**src/rtl/reg_share_pkg.sv**
```systemverilog
// Shared types and helpers for the round-robin register-sharing arbiter.
package reg_share_pkg;

  localparam int MAX_REQ     = 8;
  localparam int N_REQ_DEF   = 4;
  localparam int DW_DEF      = 8;
  localparam int HOLD_MAX_DEF = 4;
  localparam int IDX_W       = $clog2(N_REQ_DEF);

  typedef enum logic {
    IDLE = 1'b0,
    BUSY = 1'b1
  } state_t;

  function automatic logic [MAX_REQ-1:0] onehot(input logic [2:0] idx);
    onehot = 8'b0000_0001 << idx;
  endfunction

endpackage

```
**src/rtl/reg_share_arbiter_rr_pick.sv**
```systemverilog
// Rotating priority encoder: first eligible request at or above base, wrapping.
module rr_pick #(
  parameter int N  = 4,
  parameter int IW = 2
) (
  input  logic [N-1:0]  req,
  input  logic [IW-1:0] base,
  input  logic [N-1:0]  excl,
  output logic [IW-1:0] winner,
  output logic          found
);

  logic [IW:0]   sum;
  logic [IW-1:0] idx;
  logic          hit;

  // Scan N positions starting at base; the first eligible one wins
  always_comb begin
    winner = {IW{1'b0}};
    found  = 1'b0;
    sum    = {(IW+1){1'b0}};
    idx    = {IW{1'b0}};
    hit    = 1'b0;
    for (int k = 0; k < N; k++) begin
      sum    = {1'b0, base} + (IW+1)'(k);
      idx    = (sum >= (IW+1)'(N)) ? IW'(sum - (IW+1)'(N)) : sum[IW-1:0];
      hit    = req[idx] & ~excl[idx] & ~found;
      winner = hit ? idx : winner;
      found  = found | hit;
    end
  end

endmodule

```
**src/rtl/reg_share_arbiter.sv**
```systemverilog
// Round-robin owner of a shared DW-bit register; the granted requester writes it
// every cycle it keeps its request up, and a hold limit forces rotation.
module reg_share_arbiter
  import reg_share_pkg::*;
#(
  parameter int N_REQ    = N_REQ_DEF,
  parameter int DW       = DW_DEF,
  parameter int HOLD_MAX = HOLD_MAX_DEF
) (
  input  logic                     clk,
  input  logic                     reset,
  input  logic [N_REQ-1:0]         req,
  input  logic [N_REQ*DW-1:0]      wdata,
  output logic [N_REQ-1:0]         grant,
  output logic [$clog2(N_REQ)-1:0] owner,
  output logic [DW-1:0]            q,
  output logic                     q_valid
);

  localparam int IW   = $clog2(N_REQ);
  localparam int HC_W = (HOLD_MAX > 1) ? $clog2(HOLD_MAX) : 1;

  state_t          state, state_n;
  logic [IW-1:0]   rr_ptr, rr_ptr_n;
  logic [HC_W-1:0] hold_cnt, hold_cnt_n;
  logic [N_REQ-1:0] grant_n, excl;
  logic [IW-1:0]   owner_n, winner, winner_inc;
  logic            found, owner_req, hold_last, we;
  logic [DW-1:0]   wsel;

  rr_pick #(.N(N_REQ), .IW(IW)) u_pick (
    .req    (req),
    .base   (rr_ptr),
    .excl   (excl),
    .winner (winner),
    .found  (found)
  );

  // Arbitration inputs and the selected write lane
  always_comb begin
    owner_req  = req[owner];
    hold_last  = (hold_cnt == HC_W'(HOLD_MAX-1));
    excl       = (state == BUSY) ? N_REQ'(onehot(3'(owner))) : {N_REQ{1'b0}};
    winner_inc = (winner == IW'(N_REQ-1)) ? {IW{1'b0}} : winner + IW'(1);
    we         = |(grant & req);
    wsel       = {DW{1'b0}};
    for (int i = 0; i < N_REQ; i++) begin
      wsel = grant[i] ? wdata[i*DW +: DW] : wsel;
    end
  end

  // Next-state: grant, rotate on release or hold expiry, otherwise count hold
  always_comb begin
    state_n    = state;
    grant_n    = grant;
    owner_n    = owner;
    rr_ptr_n   = rr_ptr;
    hold_cnt_n = hold_cnt;
    case (state)
      IDLE: begin
        if (found) begin
          state_n    = BUSY;
          grant_n    = N_REQ'(onehot(3'(winner)));
          owner_n    = winner;
          rr_ptr_n   = winner_inc;
          hold_cnt_n = {HC_W{1'b0}};
        end else begin
          state_n = IDLE;
        end
      end
      BUSY: begin
        if (!owner_req || hold_last) begin
          if (found) begin
            grant_n    = N_REQ'(onehot(3'(winner)));
            owner_n    = winner;
            rr_ptr_n   = winner_inc;
            hold_cnt_n = {HC_W{1'b0}};
          end else if (!owner_req) begin
            state_n    = IDLE;
            grant_n    = {N_REQ{1'b0}};
            hold_cnt_n = {HC_W{1'b0}};
          end else begin
            // sole requester at the limit keeps the grant and restarts its count
            hold_cnt_n = {HC_W{1'b0}};
          end
        end else begin
          hold_cnt_n = hold_cnt + HC_W'(1);
        end
      end
      default: begin
        state_n    = IDLE;
        grant_n    = {N_REQ{1'b0}};
        hold_cnt_n = {HC_W{1'b0}};
      end
    endcase
  end

  // Arbiter state registers
  always_ff @(posedge clk) begin
    if (reset) begin
      state    <= IDLE;
      grant    <= {N_REQ{1'b0}};
      owner    <= {IW{1'b0}};
      rr_ptr   <= {IW{1'b0}};
      hold_cnt <= {HC_W{1'b0}};
    end else begin
      state    <= state_n;
      grant    <= grant_n;
      owner    <= owner_n;
      rr_ptr   <= rr_ptr_n;
      hold_cnt <= hold_cnt_n;
    end
  end

  // Shared storage register, written only by a granted requester still requesting
  always_ff @(posedge clk) begin
    if (reset) begin
      q       <= {DW{1'b0}};
      q_valid <= 1'b0;
    end else if (we) begin
      q       <= wsel;
      q_valid <= 1'b1;
    end
  end

endmodule

```
**config.mk**
```make
export PLATFORM = sky130hd
export DESIGN_NAME = reg_share_arbiter
export DESIGN_NICKNAME = d
export VERILOG_FILES = /design/src/rtl/reg_share_pkg.sv /design/src/rtl/reg_share_arbiter_rr_pick.sv /design/src/rtl/reg_share_arbiter.sv
export SDC_FILE = /design/constraint.sdc
export NUM_CORES = 1
export LEC_CHECK = 0
export CAP_MARGIN = 40
export CORE_UTILIZATION = 45
export CTS_CLUSTER_DIAMETER = 100
export DETAILED_ROUTE_END_ITERATION = 10
export HOLD_SLACK_MARGIN = 0.1
export PLACE_DENSITY = 0.82
export SYNTH_ARGS = -nofsm -noshare
export SYNTH_HDL_FRONTEND = slang
export SYNTH_SLANG_ARGS = --single-unit
```
**constraint.sdc**
```tcl
create_clock -name clk -period 3.22 [get_ports clk]
set_input_delay 0.805 -clock clk [delete_from_list [all_inputs] [get_ports clk]]
set_output_delay 0.805 -clock clk [all_outputs]
set_load 0.01 [all_outputs]
```
==> summary.txt, run 1 <==
Placed design
  – Cell Count Post-Placement: 235
  – Standard cell area after detailed placement: 1918 µm²
  – Final Wtd Congestion: between 0.8 and 0.9
  – Detailed placement HPWL: between 2000 and 3000 µm
  – # port buffers: 52

Finish
  – Area of all placed cells without fillers: 1971 µm²
  – Post-layout net count: 252
  – Fraction of final layout cells sized beyond drive strength 1: 0.09135
  – Number of standard cells in the layout, taps in and fillers out: between 200 and 250
  – Fill cell count: between 200 and 250
  – Inserted Diodes: 0
  – Growth of design area from synthesis to finish: 44.10%

Clock network
  – Clock network latency to the later pin of the worst-skew pair: 0.30 ns
  – # H-tree levels: 1
  – Number of clock sinks: 20
  – Number of buffers on the longest clock path: 2
  – Total of hold buffers inserted after clock tree synthesis: 0
  – Post-cts sizing count: 0
  – TritonCTS clock tree: yes
  – Clock slew seen by the registers of the worst setup and hold paths: 0.12 ns
  – TritonCTS buffer count: 3
  – Buffers inserted during post-CTS setup optimization: 0
  – Root Buffer: sky130_fd_sc_hd__clkbuf_4

Global routing
  – Largest net degree at the start of global routing: 27
  – Total gr overflow: 0
  – Wire length of the first global-routing pass: between 6000 and 7000 µm
  – Initial antenna violation count: 0
  – Overall Global Routing Usage: 0.2387
  – Vias in the first global route: 1305

Logic synthesis
  – FF+latch count, synth: 20
  – Cell area after synthesis: 1368 µm²
  – Share of synthesized area occupied by flip-flops and latches: 0.2928
  – Total of warnings raised by yosys: 0
  – Synthesized netlist net count: 201
  – Post-synthesis cell type with the largest combined area: sky130_fd_sc_hd__dfxtp_1
  – Number of distinct library cells after synthesis: 45
  – Cells after synthesis: 158
  – Cells taking the most area after synthesis: sky130_fd_sc_hd__dfxtp_1 (29%), sky130_fd_sc_hd__a221oi_1 (5.1%), sky130_fd_sc_hd__a211oi_1 (4.9%)
  – Mapped Avg Cell Area: 8.655 µm²
  – Portion of synthesized cell area occupied by the leading cell type: 0.2928

Setup path
  – CP arrival: 2.93 ns
  – Endpoint class of the critical path: flip-flop
  – Critical path start-end classification: input port to flip-flop
  – Crit Path Max Fanout: 4
  – CP Data Required Time: around 3.4 ns
  – Sort of element at the start of the critical path: input port

Drt
  – DR pass1 iterations: 7
  – Overall via count from detail_route: ~1400
  – Routed length per placed instance: 15.77 µm
  – Number of DRC violations after detailed routing: 2
  – Antenna-violating nets left: 0
  – Via density per instance: 5.874
  – Count of routing violations after the opening detailed-route iteration: 95
  – Total wire length: 3769 µm

Power and ir drop
  – Worst voltage drop across the vdd grid: 0.5720 mV
  – Power density normalized to cell area: 921.0 nW/µm²
  – Power consumption: 1815 µW
  – Standby leakage power: 0.0007346 µW

STA
  – Setup repair after global routing missed its margin: no
  – Slew at the pin with the worst max-slew slack: ~0.8 ns
  – Worst rel slew slack: 0.4514
  – Final setup violation count: 0
  – Tmin final: 2.752 ns
  – Number of slew-limit violations in the final report: 0
  – Total negative setup slack: 0 ns
  – Maximum clock skew at final layout: 0.005095 ns
  – Total count of hold-check failures in the final report: 0
  – Final Cycle Share: 0.8548
  – Fmax: 0.3633 GHz

Die
  – Starting Density: 0.4834
  – Vertical die dimension: roughly 57 µm
  – Total number of placement rows: 19
  – Number of primary I/O pins: 53
  – Floorplan core area: 2829 µm²
  – Area of the die: ~3300 µm²
  – Die extent in x: 57.13 µm

Run
  – Max-cap violations: 0

Outcome
  – Violated checks: DRC
  – Run status: complete, but fails checks

Min path
  – Hold Path Class: flip-flop to flip-flop
-- layer usage --
layer	part of all wire	track usage
met5	0	0
met4	0.0096	0.05575
met3	0.029	0.04082
met2	0.50	0.4000
met1	0.46	0.3216
-- power breakdown --
group	leakage [µW]	internal, µW	total [µW]	switching (µW)
Combinational	0.000542	556	1170	610
Sequential	0.000165	348	443	94.8
Clock	0.0000279	126	206	80.2
-- cell type report --
type	instances	area, µm²	area share
Multi-Input combinational cell	125	917.1	0.4654
Sequential cell	20	400.4	0.2032
Timing Repair Buffer	56	550.5	0.2794
Inverter	3	11.26	0.005714
Tap cell	31	38.79	0.01968
Clock inverter	1	30.03	0.01524
Clock buffer	3	22.52	0.01143
-- cell usage in the layout, fill, tap and decap left out, types with 5 or more instances in the layout --
cell	netlist	final
sky130_fd_sc_hd__clkdlybuf4s50_1	0	52
sky130_fd_sc_hd__dfxtp_1	20	20
sky130_fd_sc_hd__nor2_1	15	15
sky130_fd_sc_hd__a21oi_1	13	13
sky130_fd_sc_hd__nor3_1	11	11
sky130_fd_sc_hd__nor2b_1	10	10
sky130_fd_sc_hd__a211oi_1	9	9
sky130_fd_sc_hd__a221oi_1	8	8
sky130_fd_sc_hd__nand2b_1	7	7
sky130_fd_sc_hd__ha_1	5	5
-- sequential cells by signal (all words and copies together) (netlist names) --
register,flops
owner,2
q,8
hold_cnt,2
rr_ptr,2
grant,4
q_valid,1
state,1
-- critical path, stage by stage --
cell and delay [ns]:
sky130_fd_sc_hd__clkdlybuf4s50_1 0.53, sky130_fd_sc_hd__or2b_1 0.16, sky130_fd_sc_hd__o221ai_1 0.24, sky130_fd_sc_hd__and3_1 0.28
sky130_fd_sc_hd__nor3_1 0.27, sky130_fd_sc_hd__and2_1 0.22, sky130_fd_sc_hd__ha_1 0.24, sky130_fd_sc_hd__mux2i_1 0.13
sky130_fd_sc_hd__nor2_1 0.05
-- stage by stage --
stage	setup slack [ns]	hold slack [ns]	utilization
floorplan	0.8946	0.4557	-
global placement	0.2847	0.4544	0.6780
detailed placement	0.1735	0.4808	0.6780
CTS	0.5022	0.5073	0.6966
global route	0.3517	0.5204	0.6966
finish	0.4677	0.5030	0.6966
-- final timing paths --
kind	depth (start not counted)	from	endpoint	slack (ns)
max	9	req[3]	rr_ptr[1]	0.47
min reg2reg	2	q_valid	q_valid	0.50
min	2	q_valid	q_valid	0.50
max reg2reg	9	rr_ptr[0]	rr_ptr[1]	0.71
-- cells by family (layout without fill, tap and decap cells) --
logic type               after synthesis  after routing  synth area share
buffers and inverters                 13             63           0.03659
XOR/XNOR                               1              1           0.01190
flip-flops                            20             20            0.2928
adder cells (fa/ha/maj)                5              5           0.04575
multiplexers                           4              4           0.03843
AND/OR/NAND/NOR                       65             65            0.2937
AO/OA/AOI/OAI                         50             50            0.2809
-- synthesized netlist by cell type, drive strengths merged --
master and n:
a21o 2, nor4b 1, a22oi 2, nand3b 4
a21oi 13, or3b 1, a311oi 1, nor3 11
o41ai 1, buf 1, nand2 4, a32oi 1
mux2i 3, mux4 1, nor4 1, o2111ai 1
a41o 1, nor3b 2, a221oi 8, o22ai 1
inv 3, dfxtp 20, o21ai 4, nor2 16
or2b 1, and2 2, clkbuf 9, a41oi 1
a211oi 9, a21boi 1, nand2b 7, o221a 1
nor2b 10, and3 2, ha 5, o221ai 2
or2 1, o211a 1, and4 1, nand3 1
xor2 1
(Power assumes the default switching activity.)
==> run 2, diff against run 1 <==
CTS_CLUSTER_SIZE = 28   (was not set)
==> results of run 2 <==
The final DEF is identical to that of run 1; final timing and power are the same.
==> run 3, diff against run 2 <==
MAX_ROUTING_LAYER = met4   (was not set)
==> summary.txt, run 3 (synthesis results as in run 1) <==
Clock network
  – Number of clock sinks: 20 (unchanged)
  – # H-tree levels: 1 (unchanged)
  – TritonCTS clock tree: yes
  – TritonCTS buffer count: 3 (unchanged)
  – Buffers inserted during post-CTS setup optimization: 0 (unchanged)
  – Clock network latency to the later pin of the worst-skew pair: 0.30 ns (about the same)
  – Number of buffers on the longest clock path: 2 (unchanged)
  – Clock slew seen by the registers of the worst setup and hold paths: 0.12 ns (about the same)
  – Total of hold buffers inserted after clock tree synthesis: 0 (unchanged)
  – Post-cts sizing count: 0 (unchanged)
  – Root Buffer: sky130_fd_sc_hd__clkbuf_4

STA
  – Final setup violation count: 0 (unchanged)
  – Total negative setup slack: 0 ns (unchanged)
  – Worst rel slew slack: 0.4438 (-0.007587)
  – Total count of hold-check failures in the final report: 0 (unchanged)
  – Worst hold margin: 0.5034 ns (+0.0003690 ns)
  – Tmin final: 2.737 ns (-0.01520 ns)
  – Slew at the pin with the worst max-slew slack: 0.8317 ns (+0.01135 ns)
  – Number of slew-limit violations in the final report: 0 (unchanged)
  – Maximum clock skew at final layout: 0.005510 ns (+0.0004143 ns)
  – Final Cycle Share: 0.8500 (-0.004722)
  – Fmax: 0.3653 GHz (+0.56%)
  – Setup repair after global routing missed its margin: no

Finish
  – Fraction of final layout cells sized beyond drive strength 1: 0.09135 (unchanged)
  – Top library cells by usage in the layout, fill and taps aside: sky130_fd_sc_hd__clkdlybuf4s50_1 (52), sky130_fd_sc_hd__dfxtp_1 (20), sky130_fd_sc_hd__nor2_1 (15), sky130_fd_sc_hd__a21oi_1 (13), sky130_fd_sc_hd__nor3_1 (11)
  – Most common cell after layout, fill and taps aside: sky130_fd_sc_hd__clkdlybuf4s50_1
  – Inserted Diodes: 0 (unchanged)
  – Top Registers: q (8), grant (4)
  – Growth of design area from synthesis to finish: 44.10% (unchanged)
  – Post-layout net count: 252 (unchanged)
  – Max reg flops: 8 (unchanged)
  – Register with the highest flop count: q

Drt
  – Number of DRC violations after detailed routing: 2 (unchanged)
  – Via density per instance: 5.950 (+1.3%)
  – Total wire length: 3752 µm (-0.45%)
  – Count of routing violations after the opening detailed-route iteration: 89 (-6.3%)
  – Highest layer used for signal routing: met4
  – WL met1: 1678 µm (-2.6%)
  – Routed length per placed instance: 15.70 µm (-0.45%)
  – Antenna-violating nets left: 0 (unchanged)
  – Routed wl met2: 1887 µm (-0.63%)
  – Overall via count from detail_route: 1422 (+1.3%)
  – DR pass1 iterations: 7 (unchanged)
  – Length of routed met3 wiring: 146 µm (+33%)

Die
  – Area of the die: 3263 µm² (unchanged)
  – Floorplan core area: 2829 µm² (unchanged)
  – Die extent in x: 57.13 µm (unchanged)
  – Starting Density: 0.4834 (unchanged)
  – Vertical die dimension: 57.13 µm (unchanged)
  – Number of primary I/O pins: 53 (unchanged)
  – Total number of placement rows: 19 (unchanged)

Power and ir drop
  – Internal power component: 1030 µW (about the same)
  – Standby leakage power: 0.0007346 µW (unchanged)
  – Worst voltage drop across the vdd grid: 0.5694 mV (-0.45%)
  – Fraction of power consumed by the clock network: 0.114 (about the same)
  – Switching portion of total power: 0.4322 (about the same)
  – Power density normalized to cell area: 920.8 nW/µm² (about the same)
  – Relative contribution of combinational cells to total power: 0.643 (about the same)
  – Switching Power: 784.3 µW (about the same)
  – Sequential Power Share: 0.244 (about the same)

Global routing
  – Wire length of the first global-routing pass: 6051 µm (-0.12%)
  – Total gr overflow: 0 (unchanged)
  – Overall Global Routing Usage: 0.2461 (+0.007400)
  – Vias in the first global route: 1310 (+0.38%)
  – Initial antenna violation count: 0 (unchanged)
  – Largest net degree at the start of global routing: 27 (unchanged)

Min path
  – Hold worst-path end: q_valid
  – Hold Startpoint: q_valid
  – Hold Path Class: flip-flop to flip-flop
  – Hold-critical path depth: 2 (unchanged)

Setup path
  – Endpoint class of the critical path: flip-flop
  – Sort of element at the start of the critical path: input port
  – Length in cells of the worst reg-to-reg path: 9 (unchanged)
  – Critical path start-end classification: input port to flip-flop
  – Crit Path Max Fanout: 4 (unchanged)
  – Reg-to-reg endpoint: rr_ptr[1]
  – Minimum setup slack among reg-to-reg paths: 0.72 ns (about the same)
  – CP arrival: 2.91 ns (-0.02 ns)
  – RR Startpoint: rr_ptr[0]
  – CP Data Required Time: 3.39 ns (about the same)

Run
  – Max-cap violations: 0 (unchanged)

Placed design
  – Detailed placement HPWL: 2903 µm (unchanged)
  – Final Wtd Congestion: 0.8900 (+1.6%)
  – # port buffers: 52 (unchanged)

Outcome
  – Run status: complete, but fails checks
  – Violated checks: DRC
-- run 3: cell counts in the layout (fill, tap and decap cells not counted) --
Identical to the previous run, type by type.
-- run 3: worst max-delay path by stage --
stage | from | to | slack (ns) | cells past startpoint
after floorplan | req[0] | rr_ptr[1] | 0.89 | 8
after global placement | req[0] | rr_ptr[1] | 0.28 | 9
after detailed placement | req[0] | rr_ptr[1] | 0.17 | 9
after CTS | req[3] | rr_ptr[1] | 0.50 | 9
after global routing | req[3] | rr_ptr[1] | 0.35 | 9
final | req[3] | rr_ptr[1] | 0.48 | 9
-- run 3: per-stage QoR --
step / instance area (µm²) / power, µW / cells / setup WS (ns) / util
detailed placement: 1918 / 1604 / 235 / 0.1735 / 0.6780
global placement: 1918 / 1574 / 235 / 0.2847 / 0.6780
floorplan: 1368 / 1203 / 158 / 0.8946 / -
global route: 1971 / 1963 / 239 / 0.3517 / 0.6966
CTS: 1971 / 1815 / 239 / 0.5022 / 0.6966
finish: 1971 / 1815 / 239 / 0.4829 / 0.6966
-- run 3: final cells by class --
class / instances / area (µm²)
multi-input combinational: 125 / 917.1
fill: 236 / 858.3
timing repair buffer: 56 / 550.5
sequential: 20 / 400.4
tap: 31 / 38.79
clock inverter: 1 / 30.03
clock buffer: 3 / 22.52
inverter: 3 / 11.26
-- run 3: power groups by stage --
stage / Sequential [µW] / Combinational, µW / Clock (µW)
2_1_floorplan: 461 / 742 / 0
3_3_place_gp: 441 / 1130 / 0
3_5_place_dp: 447 / 1160 / 0
4_1_cts: 441 / 1160 / 211
5_1_grt: 457 / 1280 / 222
6_report: 443 / 1170 / 206
-- run 3: per-layer routing --
metal	up-vias	GRT usage
met4	0	0.05575
met5	-	-
met1	676	0.3216
li1	699	-
met3	4	0.04082
met2	43	0.4000
-- run 3: critical path, stage by stage --
cell	delay, ns
sky130_fd_sc_hd__clkdlybuf4s50_1	0.52
sky130_fd_sc_hd__or2b_1	0.15
sky130_fd_sc_hd__o221ai_1	0.24
sky130_fd_sc_hd__and3_1	0.28
sky130_fd_sc_hd__nor3_1	0.27
sky130_fd_sc_hd__and2_1	0.22
sky130_fd_sc_hd__ha_1	0.24
sky130_fd_sc_hd__mux2i_1	0.13
sky130_fd_sc_hd__nor2_1	0.05
